==> src/rtl/chan_select_arb_pkg.sv <==
// ---------------------------------------------------------------------------
// chan_select_arb_pkg
//
// Shared constants and helpers for the channel selector / arbiter slice.
//   ARB_FIXED / ARB_RR : arbitration mode selectors for the ARB_MODE parameter
//   CNT_W              : width of the completed-transfer counter
//   clog2Floor1()      : channel index width, never narrower than one bit
// ---------------------------------------------------------------------------
package chan_select_arb_pkg;

    localparam int ARB_FIXED = 0;
    localparam int ARB_RR    = 1;
    localparam int CNT_W     = 8;

    // A two-channel selector still needs one index bit, so the result is
    // clamped to 1 for any channel count of 2 or fewer.
    function automatic int clog2Floor1(input int value);
        return (value <= 2) ? 1 : $clog2(value);
    endfunction

endpackage

==> src/rtl/chan_select_arb_rr_arbiter.sv <==
// ---------------------------------------------------------------------------
// rr_arbiter
//
// Combinational one-hot arbiter with a registered round-robin pointer.
// Ports:
//   clk_i, rst_i  : clock and synchronous active-high reset
//   i_req         : per-channel request (already masked by the caller)
//   i_advance     : a grant was actually accepted this cycle
//   i_winner      : index of the accepted channel, used to move the pointer
//   o_grant       : one-hot grant, zero when nothing is requesting
//   o_grantIdx    : binary index of the granted channel
// ---------------------------------------------------------------------------
module rr_arbiter
    import chan_select_arb_pkg::*;
#(
    parameter int  NUM_CH   = 4,
    parameter int  ARB_MODE = ARB_RR,
    localparam int CH_W     = clog2Floor1(NUM_CH)
) (
    input  logic              clk_i,
    input  logic              rst_i,
    input  logic [NUM_CH-1:0] i_req,
    input  logic              i_advance,
    input  logic [CH_W-1:0]   i_winner,
    output logic [NUM_CH-1:0] o_grant,
    output logic [CH_W-1:0]   o_grantIdx
);

    logic [CH_W-1:0] r_ptr;
    logic [CH_W-1:0] w_base;
    logic [CH_W-1:0] w_idx;
    logic            w_found;

    // Fixed priority is simply a round-robin search that always starts at 0.
    assign w_base = (ARB_MODE == ARB_RR) ? r_ptr : '0;

    // Walk the channels starting at the search base, wrapping at NUM_CH,
    // and grant the first requester found. Only the first hit is kept.
    always_comb begin
        o_grant    = '0;
        o_grantIdx = '0;
        w_idx      = '0;
        w_found    = 1'b0;
        for (int off = 0; off < NUM_CH; off++) begin
            w_idx = CH_W'((int'(w_base) + off) % NUM_CH);
            if (!w_found && i_req[w_idx]) begin
                w_found        = 1'b1;
                o_grant[w_idx] = 1'b1;
                o_grantIdx     = w_idx;
            end
        end
    end

    // The pointer moves one past the accepted channel so that channel gets
    // the lowest priority next time. It only moves on a real accept, so a
    // stalled output or an idle input leaves the rotation where it was.
    always_ff @(posedge clk_i) begin
        if (rst_i) begin
            r_ptr <= '0;
        end else if ((ARB_MODE == ARB_RR) && i_advance) begin
            if (i_winner == CH_W'(NUM_CH - 1)) begin
                r_ptr <= '0;
            end else begin
                r_ptr <= i_winner + CH_W'(1);
            end
        end
    end

endmodule

==> src/rtl/chan_select_arb.sv <==
// ---------------------------------------------------------------------------
// chan_select_arb
//
// Runtime-arbitrated N-to-1 channel selector with a single registered output
// stage and valid/ready backpressure on both sides.
// Ports:
//   clk_i, rst_i  : clock and synchronous active-high reset
//   in_valid_i    : per-channel valid
//   in_data_i     : channel k data at [k*DATA_W +: DATA_W]
//   in_ready_o    : per-channel ready, one-hot or zero
//   out_valid_o   : output register holds a word
//   out_ready_i   : consumer accepts the word
//   out_data_o    : captured data word
//   out_ch_o      : channel the captured word came from
//   cnt_o         : completed output handshakes, modulo 256
// ---------------------------------------------------------------------------
module chan_select_arb
    import chan_select_arb_pkg::*;
#(
    parameter int                NUM_CH   = 4,
    parameter int                DATA_W   = 4,
    parameter logic [NUM_CH-1:0] CH_MASK  = '1,
    parameter int                ARB_MODE = ARB_RR,
    localparam int               CH_W     = clog2Floor1(NUM_CH)
) (
    input  logic                     clk_i,
    input  logic                     rst_i,
    input  logic [NUM_CH-1:0]        in_valid_i,
    input  logic [NUM_CH*DATA_W-1:0] in_data_i,
    output logic [NUM_CH-1:0]        in_ready_o,
    output logic                     out_valid_o,
    input  logic                     out_ready_i,
    output logic [DATA_W-1:0]        out_data_o,
    output logic [CH_W-1:0]          out_ch_o,
    output logic [CNT_W-1:0]         cnt_o
);

    logic [NUM_CH-1:0] w_eligible;
    logic [NUM_CH-1:0] w_grant;
    logic [CH_W-1:0]   w_grantIdx;
    logic              w_take;
    logic              w_accept;
    logic              w_handshake;
    logic [DATA_W-1:0] w_selData;

    logic              r_outValid;
    logic [DATA_W-1:0] r_outData;
    logic [CH_W-1:0]   r_outCh;
    logic [CNT_W-1:0]  r_cnt;

    // Statically disabled channels are removed before arbitration, so they
    // can never win and never see ready.
    assign w_eligible = in_valid_i & CH_MASK;

    rr_arbiter #(
        .NUM_CH   (NUM_CH),
        .ARB_MODE (ARB_MODE)
    ) u_arbiter (
        .clk_i      (clk_i),
        .rst_i      (rst_i),
        .i_req      (w_eligible),
        .i_advance  (w_accept),
        .i_winner   (w_grantIdx),
        .o_grant    (w_grant),
        .o_grantIdx (w_grantIdx)
    );

    // The register can take a new word when it is empty or being drained
    // this very cycle, which is what gives one word per cycle throughput.
    // Ready is forced low while reset is asserted so nothing is consumed
    // from a producer in a cycle whose capture would be thrown away.
    assign w_take      = ~r_outValid | out_ready_i;
    assign in_ready_o  = w_grant & {NUM_CH{w_take & ~rst_i}};
    assign w_accept    = |in_ready_o;
    assign w_handshake = r_outValid & out_ready_i;

    // One-hot AND-OR data mux driven by the grant, so in_data_i only ever
    // reaches the output through the register.
    always_comb begin
        w_selData = '0;
        for (int k = 0; k < NUM_CH; k++) begin
            if (w_grant[k]) begin
                w_selData = in_data_i[k*DATA_W +: DATA_W];
            end
        end
    end

    // Output stage: a new accept always reloads, even when the current word
    // is leaving in the same cycle; otherwise a handshake empties it. The
    // counter tracks handshakes independently of whether a reload happened.
    always_ff @(posedge clk_i) begin
        if (rst_i) begin
            r_outValid <= 1'b0;
            r_outData  <= '0;
            r_outCh    <= '0;
            r_cnt      <= '0;
        end else begin
            if (w_accept) begin
                r_outValid <= 1'b1;
                r_outData  <= w_selData;
                r_outCh    <= w_grantIdx;
            end else if (w_handshake) begin
                r_outValid <= 1'b0;
            end
            if (w_handshake) begin
                r_cnt <= r_cnt + CNT_W'(1);
            end
        end
    end

    assign out_valid_o = r_outValid;
    assign out_data_o  = r_outData;
    assign out_ch_o    = r_outCh;
    assign cnt_o       = r_cnt;

endmodule
==> config.mk <==
export PLATFORM = sky130hd
export DESIGN_NAME = chan_select_arb
export DESIGN_NICKNAME = d
export VERILOG_FILES = /design/src/rtl/chan_select_arb_pkg.sv /design/src/rtl/chan_select_arb_rr_arbiter.sv /design/src/rtl/chan_select_arb.sv
export SDC_FILE = /design/constraint.sdc
export NUM_CORES = 1
export LEC_CHECK = 0
export ABC_CLOCK_PERIOD_IN_PS = 3430
export BUFFER_PORTS_ARGS = -buffer_cell sky130_fd_sc_hd__buf_2
export CAP_MARGIN = 40
export CORE_MARGIN = 3
export CORE_UTILIZATION = 53
export CTS_BUF_LIST = sky130_fd_sc_hd__clkbuf_4
export CTS_CLUSTER_DIAMETER = 30
export DETAILED_ROUTE_END_ITERATION = 10
export GPL_TIMING_DRIVEN = 0
export PLACE_DENSITY = 0.79
export SLEW_MARGIN = 10
export SYNTH_ARGS = -nofsm -noshare
export SYNTH_HDL_FRONTEND = slang
export SYNTH_HIERARCHICAL = 1
export SYNTH_SLANG_ARGS = --single-unit
export TNS_END_PERCENT = 5
==> constraint.sdc <==
create_clock -name clk_i -period 3.43 [get_ports clk_i]
set_input_delay 0.5145 -clock clk_i [delete_from_list [all_inputs] [get_ports clk_i]]
set_output_delay 0.5145 -clock clk_i [all_outputs]
set_load 0.005 [all_outputs]
; Word level (Yosys, flattened, before mapping)
; Index checks and enable logic that the tools add are counted.
[classes]
n_mux = 34
n_lt_le_gt_ge = 8
addsub = 5
eq_ne = 1
n_bitwise = 9
reduce_logical = 12
[op_table]
columns = operator, n
row1 = 2-to-1 mux 4 bit, 8
row2 = 2-to-1 mux 1 bit, 13
row3 = < comparator 2 x 3 -> 1 bit (second input constant), 4
row4 = bitwise OR 4 bit, 3
row5 = 2-to-1 mux 2 bit, 5
row6 = adder 8 x 1 -> 8 bit (second input constant), 1
row7 = binary-select mux 1 bit (select 2 bit), 4
row8 = demux 1 bit (select 2 bit), 4
row9 = >= comparator 2 x 1 -> 1 bit (second input constant), 4
row10 = logical AND 1 bit, 7
row11 = adder 2 x 1 -> 2 bit (second input constant), 2
row12 = adder 2 bit (second input constant), 2
row13 = bitwise AND 4 bit, 1
row14 = OR reduction 4 bit, 1
row15 = zero test 1 bit, 3
row16 = bitwise AND 1 bit, 2
row17 = == test 2 bit (second input constant), 1
row18 = NOT 1 bit, 2
row19 = nonzero test 2 bit, 1
row20 = bitwise OR 1 bit, 1
[totals]
inputBits = 23
register_bits = 17
word_cells = 74
out_inout_bits = 19

; Longest topological paths before layout
; Gate-level depths: netlist of run 1.
[logic_depth]
ltp_word = 16
mapped_depth = 12
ltp_nobuf = 10

; Modules after synthesis
; The synthesis of run 1 kept the hierarchy.
[modules_own_cells]
columns = module, area_each_um2, seq_area_each_um2, cells_per_inst, instances
row1 = chan_select_arb, 825.8, 300.3, 99, 1
row2 = rr_arbiter, 526.8, 40.0, 57, 1

; Least setup slack after synthesis of run 1
; No wires, ideal clock.
[synth_path]
kind = reg-to-reg
startpoint = reg u_arbiter.r_ptr[0]
endpoint = reg r_outData[0], in the netlist out_data_o[0]
period_less_slack_ps = 2929
path_stages_with_launch = 11
t_arrival_ps = 2783
required_time_ps = 3284
setup_time_ps = 146
setup_slack_ps = 501
path_cell_list = dfxtp_1 -> buf_6 -> inv_1 -> ha_1 -> mux4_2 -> a221oi_1 -> o2bb2ai_1 -> or4_1 -> clkbuf_1 -> a31oi_1 -> a311oi_1
[synth_between]
elab_chain_cells = 16
word_cells_on_any_way = 53
cone_classes = add/sub: 3 / order compare: 8 / mux: 27 / bitwise: 4 / reduce/logical: 11
[synth_rtl]
columns = item, line_no
row1 = start: declaration, chan_select_arb_rr_arbiter.sv:29  ; logic [CH_W-1:0] r_ptr;
row2 = start signal: assignment, chan_select_arb_rr_arbiter.sv:64  ; r_ptr <= i_winner + CH_W'(1);
row3 = "parallel branches: the longest is 11 deep, another holds < comparator 2 x 3 -> 1 bit", -
row4 = 2-to-1 mux 4 bit *, chan_select_arb_rr_arbiter.sv:46  ; if (!w_found && i_req[w_idx]) begin
row5 = net w_grant[0], chan_select_arb.sv:39  ; logic [NUM_CH-1:0] w_grant;
row6 = 2-to-1 mux 4 bit (4 in a row), chan_select_arb.sv:82  ; if (w_grant[k]) begin
row7 = end signal: assignment, chan_select_arb.sv:100  ; r_outData <= w_selData;
row8 = end: declaration, chan_select_arb.sv:47  ; logic [DATA_W-1:0] r_outData;
; Mark *: on every way through the listed nets, which the timed path passes. The select of a mux whose other input is x is not followed.
; A chain may end at the register's enable or synchronous reset.

; Worst setup path in the final report of run 1
[layout_path]
startpoint = reg u_arbiter.r_ptr[0]
endpoint = out in_ready_o[1]
[layout_between]
elab_chain_cells = 13
word_cells_on_any_way = 48
cone_classes = add/sub: 3 / order compare: 8 / mux: 23 / bitwise: 4 / reduce/logical: 10
[layout_rtl]
columns = item, line_no
row1 = "parallel branches: the longest is 11 deep, another holds < comparator 2 x 3 -> 1 bit", -
row2 = 2-to-1 mux 4 bit *, chan_select_arb_rr_arbiter.sv:46
row3 = net w_grant[1], chan_select_arb.sv:39
row4 = bitwise AND 4 bit *, chan_select_arb.sv:73  ; assign in_ready_o = w_grant & {NUM_CH{w_take & ~rst_i}};
row5 = end: declaration, chan_select_arb.sv:30  ; output logic [NUM_CH-1:0] in_ready_o,
; Marks and branches as above.

==> results_dict.tcl, run 1 <==
set metrics [dict create \
    status "finished clean" \
    path_delay_family "buffers and inverters" \
    number_of_enable_type_register_cells_in_the_synthesized_netlist 0 \
    grtUsageTotal 0.2159 \
    critical_path_arrival_ns 2.71 \
    cts_made_buffers 3 \
    ctsRootBufferMaster "sky130_fd_sc_hd__clkbuf_4" \
    ios 42 \
    pin_count_of_the_biggest_net_entering_global_routing 11 \
    yosys.area.top_type_share 0.2516 \
    path_buf_inv 4 \
    grt_setup_unrepaired "false" \
    clkTransAtPathRegs_ns 0.10 \
    hold_class "in -> reg" \
    synthDistinctLibCells 41 \
    worst_skew_late_latency_ns 0.30 \
    initial_antenna_violation_count 0 \
    floorplan.die_area_mm2 0.003194 \
    relSlewSlack 0.6407 \
    io_buffers 41 \
    period_needed_ns 3.224 \
    ys_dominant_reg_cell "sky130_fd_sc_hd__dfxtp_1" \
    cell_area_after_technology_mapping_mm2 0.001353 \
    r2r-end "u_arbiter/r_ptr[1]" \
    report.final.slew_viol_count 0 \
    cts.sink_count 17 \
    synth_async_sr_flop_share 0 \
    post_synth_main_area_contributors "sky130_fd_sc_hd__dfxtp_1 25%, sky130_fd_sc_hd__mux4_2 6.7%, sky130_fd_sc_hd__ha_1 6.5%" \
    stdcell_count 232 \
    wl_um 3398 \
    hpwl_um 2489 \
    start_util 0.5834 \
    total_leakage_power_nw 0.7185 \
    min_period_over_period 0.9398 \
    antenna-diode-count 0 \
    initialDrtViolationCount 64 \
    slowest_delay_ns 0.43 \
    routedWlPerCell_um 14.65 \
    ant_nets 0 \
    place_worst_setup_slack_ns -0.01654 \
    worstSetupPathType "reg -> out" \
    power.ir.vdd_worst_uv 545.3 \
    floorplan.core_area_mm2 0.002318 \
    drt_drc_violations_left 0 \
    synth.yosys.seq_area_share 0.2516 \
    place_congestion 0.8394 \
    first_global_vias 1269 \
    drv.max_cap_violation_count 0 \
    drtPass1Iterations 4 \
    cts_tree "done" \
    cts_buffer_depth 2 \
    postLayoutCoreUtil 0.7226 \
    yosys_register_bits 17 \
    cts-htree-levels 1 \
    worstPathMaxFanout 10 \
    data_required_time_of_the_worst_path_ns 2.92 \
    finalNetCount 235 \
    finalWorstSetupSlack_ns 0.2065 \
    synth.largest_area_cell "sky130_fd_sc_hd__dfxtp_1" \
    relative_area_change_from_synthesis_to_final_layout_pct 23.87 \
    die_h_um 56.52 \
    max_slew.worst_pin.slew_ns 0.5360 \
    regToRegSetupSlack_ns 0.28 \
    end_kind "primary output" \
    post_route_cells_drive_above_1_share 0.3431 \
    crit_path_start_kind "register" \
    synthesis.nets 186 \
    dr_total_vias 1377 \
    die_w_um 56.52 \
    finalHoldViolCount 0 \
    placement_rows 17 \
    numPlacedInstances 225 \
    synthesis.instances 156 \
    crit_chain "buf_6 > inv_1 > ha_4 > mux4_2 > nor2b_4 > a221oi_1 > o2bb2ai_1 > buf_4 > and3_1 > buf_2" \
    whs_path_depth 2 \
    fin_skew_ns 0.008625 \
    whs_endpoint "u_arbiter/r_ptr[1]" \
    achievable-frequency_mhz 310.2 \
    p_per_area_mw_per_mm2 741.9 \
    finalSetupViolCount 0 \
    synth-warning-count 6 \
    slowest_stage "sky130_fd_sc_hd__mux4_2" \
    rr_startpoint "u_arbiter/r_ptr[0]" \
    min_from "rst_i" \
    rr_worst_depth 11 \
    syn_avg_cell_area_um2 8.670 \
    wire_length_of_the_first_global_routing_pass_um 5637 \
    vias_per_cell 5.935 \
    gr-total-overflow 0 \
]
-- flip-flops by register name, summed over array words and instances (netlist names) --
register / cells
out_ch_o: 2
out_valid_o: 1
out_data_o: 4
cnt_o: 8
u_arbiter/r_ptr: 2
-- where the power goes --
| part | switching [mW] | total, mW | internal, mW |
|---|---|---|---|
| clock network | 0.0688 | 0.112 | 0.0435 |
| logic | 0.453 | 0.856 | 0.403 |
| registers | 0.0356 | 0.274 | 0.239 |
| total | 0.557 | 1.24 | 0.685 |
-- layout by cell type, fill, tap and decap left out, types with 5 or more instances in the layout --
cell,Yosys,final
sky130_fd_sc_hd__buf_2,1,42
sky130_fd_sc_hd__dfxtp_1,17,15
sky130_fd_sc_hd__nand2_1,14,14
sky130_fd_sc_hd__a21oi_1,13,13
sky130_fd_sc_hd__nor2_1,8,8
sky130_fd_sc_hd__inv_1,8,8
sky130_fd_sc_hd__buf_4,0,6
sky130_fd_sc_hd__ha_1,7,6
sky130_fd_sc_hd__nand3_1,5,5
sky130_fd_sc_hd__o31ai_1,5,5
sky130_fd_sc_hd__a221oi_1,5,5
-- metrics by stage --
stage	power (mW)	setup TNS [ns]	hold slack [ns]	instance area (µm²)
after floorplan	0.8532	0	0.4646	1353
after global placement	1.015	0	0.4613	1593
after detailed placement	1.039	-0.01713	0.4722	1593
after CTS	1.179	0	0.4140	1638
after global routing	1.343	0	0.3984	1675
final	1.243	0	0.4061	1675
-- worst reg2reg max path, cell delays in order, from the launching register on --
cell and delay, ns:
sky130_fd_sc_hd__dfxtp_2 0.38, sky130_fd_sc_hd__buf_6 0.16, sky130_fd_sc_hd__inv_1 0.11, sky130_fd_sc_hd__ha_4 0.32
sky130_fd_sc_hd__mux4_2 0.43, sky130_fd_sc_hd__nor2b_4 0.22, sky130_fd_sc_hd__a221oi_1 0.12, sky130_fd_sc_hd__o2bb2ai_2 0.34
sky130_fd_sc_hd__nor4_2 0.14, sky130_fd_sc_hd__nor3_2 0.44, sky130_fd_sc_hd__mux2i_1 0.32, sky130_fd_sc_hd__nor2_1 0.07
-- per-layer routing --
layer | routed length (µm) | part of all wire | global-route usage | vias up
li1 | - | - | - | 695
met1 | 1615 | 0.48 | 0.2883 | 633
met2 | 1548 | 0.46 | 0.3581 | 45
met3 | 196 | 0.058 | 0.02989 | 4
met4 | 37 | 0.011 | 0.06441 | 0
met5 | 0 | 0 | 0 | -
-- timing repair --
| action | in CTS | in global routing |
|---|---|---|
| setup endpoints to repair | 6 | 12 |
| buffers inserted | 0 | 3 |
| pin swaps | 0 | 2 |
| hold buffers | 0 | 0 |
| resized for setup | 7 | 7 |
-- synth_stat cells (3+ instances only) --
| cell | instances |
|---|---|
| sky130_fd_sc_hd__nand3b_1 | 4 |
| sky130_fd_sc_hd__a311oi_1 | 4 |
| sky130_fd_sc_hd__mux2i_1 | 3 |
| sky130_fd_sc_hd__nor2b_1 | 4 |
| sky130_fd_sc_hd__ha_1 | 7 |
| sky130_fd_sc_hd__o2bb2ai_1 | 5 |
| sky130_fd_sc_hd__a221o_1 | 4 |
| sky130_fd_sc_hd__dfxtp_1 | 17 |
| sky130_fd_sc_hd__nand3_1 | 5 |
| sky130_fd_sc_hd__a221oi_1 | 5 |
| sky130_fd_sc_hd__and3_1 | 4 |
| sky130_fd_sc_hd__o21ai_0 | 3 |
| sky130_fd_sc_hd__nor2_1 | 8 |
| sky130_fd_sc_hd__a21oi_1 | 13 |
| sky130_fd_sc_hd__clkbuf_1 | 7 |
| sky130_fd_sc_hd__or4_1 | 3 |
| sky130_fd_sc_hd__mux4_2 | 4 |
| sky130_fd_sc_hd__o31ai_1 | 5 |
| sky130_fd_sc_hd__inv_1 | 8 |
| sky130_fd_sc_hd__a31oi_1 | 4 |
| sky130_fd_sc_hd__nand2_1 | 14 |
-- layout make-up --
cell class	instances	area (µm²)
buffer	10	65.06
clock buffer	3	22.52
clock inverter	1	5.005
fill	198	643.1
inverter	9	33.78
multi-input combinational	120	943.4
sequential	17	342.8
tap	28	35.03
timing repair buffer	44	227.7
-- worst max-delay path by stage --
stage / start / end / slack [ns] / depth (start not counted)
2_1_floorplan: u_arbiter/r_ptr[0] / out_data_o[0] / 0.50 / 10
3_3_place_gp: u_arbiter/r_ptr[0] / u_arbiter/r_ptr[1] / 0.05 / 12
3_5_place_dp: u_arbiter/r_ptr[0] / u_arbiter/r_ptr[1] / -0.02 / 11
4_1_cts: u_arbiter/r_ptr[0] / in_ready_o[0] / 0.01 / 9
5_1_grt: u_arbiter/r_ptr[0] / in_ready_o[1] / 0.05 / 10
6_report: u_arbiter/r_ptr[0] / in_ready_o[1] / 0.21 / 10
-- logic make-up (layout without fill, tap and decap cells) --
family                     Yosys count  in the layout  synth area share
buffers and inverters               19             67           0.06475
adders and majority gates            7              7           0.06475
and+or+nand+nor                     56             56            0.2627
DFF                                 17             17            0.2516
xor gates and xnor gates             2              2           0.01295
muxes                                8              8           0.09714
AOI/OAI and AO/OA                   47             47            0.2461
No activity file was read; power rests on OpenSTA's default activity.
==> run 2: changes to the inputs <==
--- a/config.mk
+++ b/config.mk
@@ -6,15 +6,15 @@
 export NUM_CORES = 1
 export LEC_CHECK = 0
 export ABC_CLOCK_PERIOD_IN_PS = 3430
-export BUFFER_PORTS_ARGS = -buffer_cell sky130_fd_sc_hd__buf_2
+export BUFFER_PORTS_ARGS = -buffer_cell sky130_fd_sc_hd__clkbuf_2
 export CAP_MARGIN = 40
 export CORE_MARGIN = 3
-export CORE_UTILIZATION = 53
+export CORE_UTILIZATION = 50
 export CTS_BUF_LIST = sky130_fd_sc_hd__clkbuf_4
 export CTS_CLUSTER_DIAMETER = 30
 export DETAILED_ROUTE_END_ITERATION = 10
 export GPL_TIMING_DRIVEN = 0
-export PLACE_DENSITY = 0.79
+export PLACE_DENSITY = 0.75
 export SLEW_MARGIN = 10
 export SYNTH_ARGS = -nofsm -noshare
 export SYNTH_HDL_FRONTEND = slang
==> run 2 against run 1 <==
  * Hold slack got worse by 0.011 ns
  * Maximum frequency fell by 1.0%
  * Clock-buffer cell count rose by 1
  * Clock power barely moved
  * Sequential cell count did not move
  * Critical path type unchanged
  * Register-to-register slack improved by 0.03 ns
  * Largest cell class unchanged
  * Clock skew fell by 0.0075 ns
  * Sequential share of layout area fell by 0.076 points
==> results_dict.tcl, run 2 (synthesis results as in run 1) <==
set metrics [dict create \
    cts_tree "done" \
    cts_made_buffers 3 \
    finalSetupViolCount 0 \
    relative_area_change_from_synthesis_to_final_layout_pct 24.33 \
    floorplan.die_area_mm2 0.003365 \
    drt_drc_violations_left 0 \
    total_leakage_power_nw 0.7064 \
    fin_skew_ns 0.001165 \
    p_switching_mw 0.5589 \
    die_w_um 58.01 \
    finalNetCount 234 \
    antenna-diode-count 0 \
    most_frequent_cells_in_the_layout "41 x sky130_fd_sc_hd__clkbuf_2, 15 x sky130_fd_sc_hd__dfxtp_1, 14 x sky130_fd_sc_hd__nand2_1" \
    p_per_area_mw_per_mm2 743.0 \
    multi_input_comb_area_um2 952.2 \
    routedWlPerCell_um 14.58 \
    period_needed_ns 3.258 \
    power.switching_fraction 0.4473 \
    setup_tns_ns 0 \
    power.sequential.fraction 0.221 \
    clockPowerShare 0.090 \
    first_global_vias 1293 \
    power_frac_comb 0.689 \
    initial_antenna_violation_count 0 \
    ant_nets 0 \
    postLayoutCoreUtil 0.6667 \
    grtUsageTotal 0.2203 \
    cts_buffer_depth 2 \
    power.ir.vdd_worst_uv 557.6 \
    internal-power_mw 0.6906 \
    post_route_cells_drive_above_1_share 0.3399 \
    max_reg_flops 8 \
    worstPathMaxFanout 10 \
    num-fill-cells 232 \
    clkTransAtPathRegs_ns 0.09 \
    wire_length_of_the_first_global_routing_pass_um 5809 \
    place_congestion 0.7667 \
    postCtsHoldBufs 0 \
    drv.max_cap_violation_count 0 \
    worstSetupPathType "reg -> out" \
    die_h_um 58.01 \
    mostFrequentLayoutCell "sky130_fd_sc_hd__clkbuf_2" \
    critical_path_arrival_ns 2.74 \
    crit_path_start_kind "register" \
    area.sequential_um2 342.8 \
    io_buffers 41 \
    max_slew.worst_pin.slew_ns 0.4962 \
    ios 42 \
    min_period_over_period 0.9497 \
    finalHoldViolCount 0 \
    report.final.slew_viol_count 0 \
    placement_rows 18 \
    achievable-frequency_mhz 307.0 \
    grt_setup_unrepaired "false" \
    initialDrtViolationCount 42 \
    hold_class "in -> reg" \
    vias_per_cell 6.004 \
    worst_skew_late_latency_ns 0.29 \
    start_util 0.5362 \
    cts-htree-levels 1 \
    drtPass1Iterations 4 \
    end_kind "primary output" \
    data_required_time_of_the_worst_path_ns 2.92 \
    wl_um 3396 \
    status "finished clean" \
    cts.sink_count 17 \
    gr-total-overflow 0 \
    pin_count_of_the_biggest_net_entering_global_routing 11 \
    floorplan.core_area_mm2 0.002522 \
    ctsRootBufferMaster "sky130_fd_sc_hd__clkbuf_4" \
    hpwl_um 2543 \
    relSlewSlack 0.6674 \
    dr_total_vias 1399 \
]
[run 2: cell types whose count changed in the layout (fill, tap and decap cells not counted), sizes merged]
cell    previous run  this run
clkbuf             7        51
buf               50         6
clkinv             2         1
[run 2: repair_timing]
item,CTS,global route
setup endpoints to repair,4,10
resized for setup,5,10
setup buffers,0,2
[run 2: path summary, 6_finish.rpt]
check                     start                  to  slack, ns  cells after the start
max          u_arbiter/r_ptr[0]       in_ready_o[3]       0.17                     10
min                       rst_i  u_arbiter/r_ptr[0]       0.40                      2
max reg2reg  u_arbiter/r_ptr[0]       out_data_o[1]       0.31                     10
min reg2reg            cnt_o[7]            cnt_o[7]       0.48                      2
[run 2: metal layers]
| metal | track usage | part of all wire |
|---|---|---|
| met1 | 0.2895 | 0.47 |
| met2 | 0.3565 | 0.46 |
| met3 | 0.06459 | 0.060 |
| met4 | 0.05298 | 0.0091 |
| met5 | 0 | 0 |
[run 2: power groups by stage]
stage	Clock, mW	Sequential, mW	Combinational [mW]
6_report	0.113	0.276	0.861
5_1_grt	0.123	0.283	0.958
4_1_cts	0.117	0.274	0.790
3_5_place_dp	0	0.278	0.770
3_3_place_gp	0	0.277	0.737
2_1_floorplan	0	0.275	0.578
[run 2: critical path: stages, from the launching register on]
cell,delay (ns)
sky130_fd_sc_hd__dfxtp_2,0.37
sky130_fd_sc_hd__buf_6,0.16
sky130_fd_sc_hd__inv_1,0.12
sky130_fd_sc_hd__ha_4,0.33
sky130_fd_sc_hd__mux4_2,0.41
sky130_fd_sc_hd__buf_4,0.18
sky130_fd_sc_hd__a221oi_1,0.28
sky130_fd_sc_hd__o2bb2ai_1,0.13
sky130_fd_sc_hd__clkbuf_4,0.20
sky130_fd_sc_hd__and3_1,0.16
sky130_fd_sc_hd__clkbuf_2,0.11
[run 2: final cells by class]
class | instances | area share
multi-input cells | 120 | 0.5662
flip-flops and latches | 17 | 0.2039
repair buffers | 43 | 0.1310
plain buffers | 10 | 0.03869
well taps | 30 | 0.02232
inverters | 9 | 0.02009
clock buffers | 4 | 0.01786
[run 2: per-stage QoR]
stage / instances / instance area, µm² / power (mW) / setup WS, ns / hold WS, ns
3_3_place_gp: 227 / 1595 / 1.013 / 0.1350 / 0.4613
2_1_floorplan: 156 / 1353 / 0.8532 / 0.5010 / 0.4646
5_1_grt: 233 / 1682 / 1.363 / 0.03576 / 0.4007
6_report: 233 / 1682 / 1.250 / 0.1725 / 0.3955
3_5_place_dp: 227 / 1595 / 1.047 / 0.04239 / 0.4740
4_1_cts: 231 / 1638 / 1.180 / 0.01844 / 0.3954
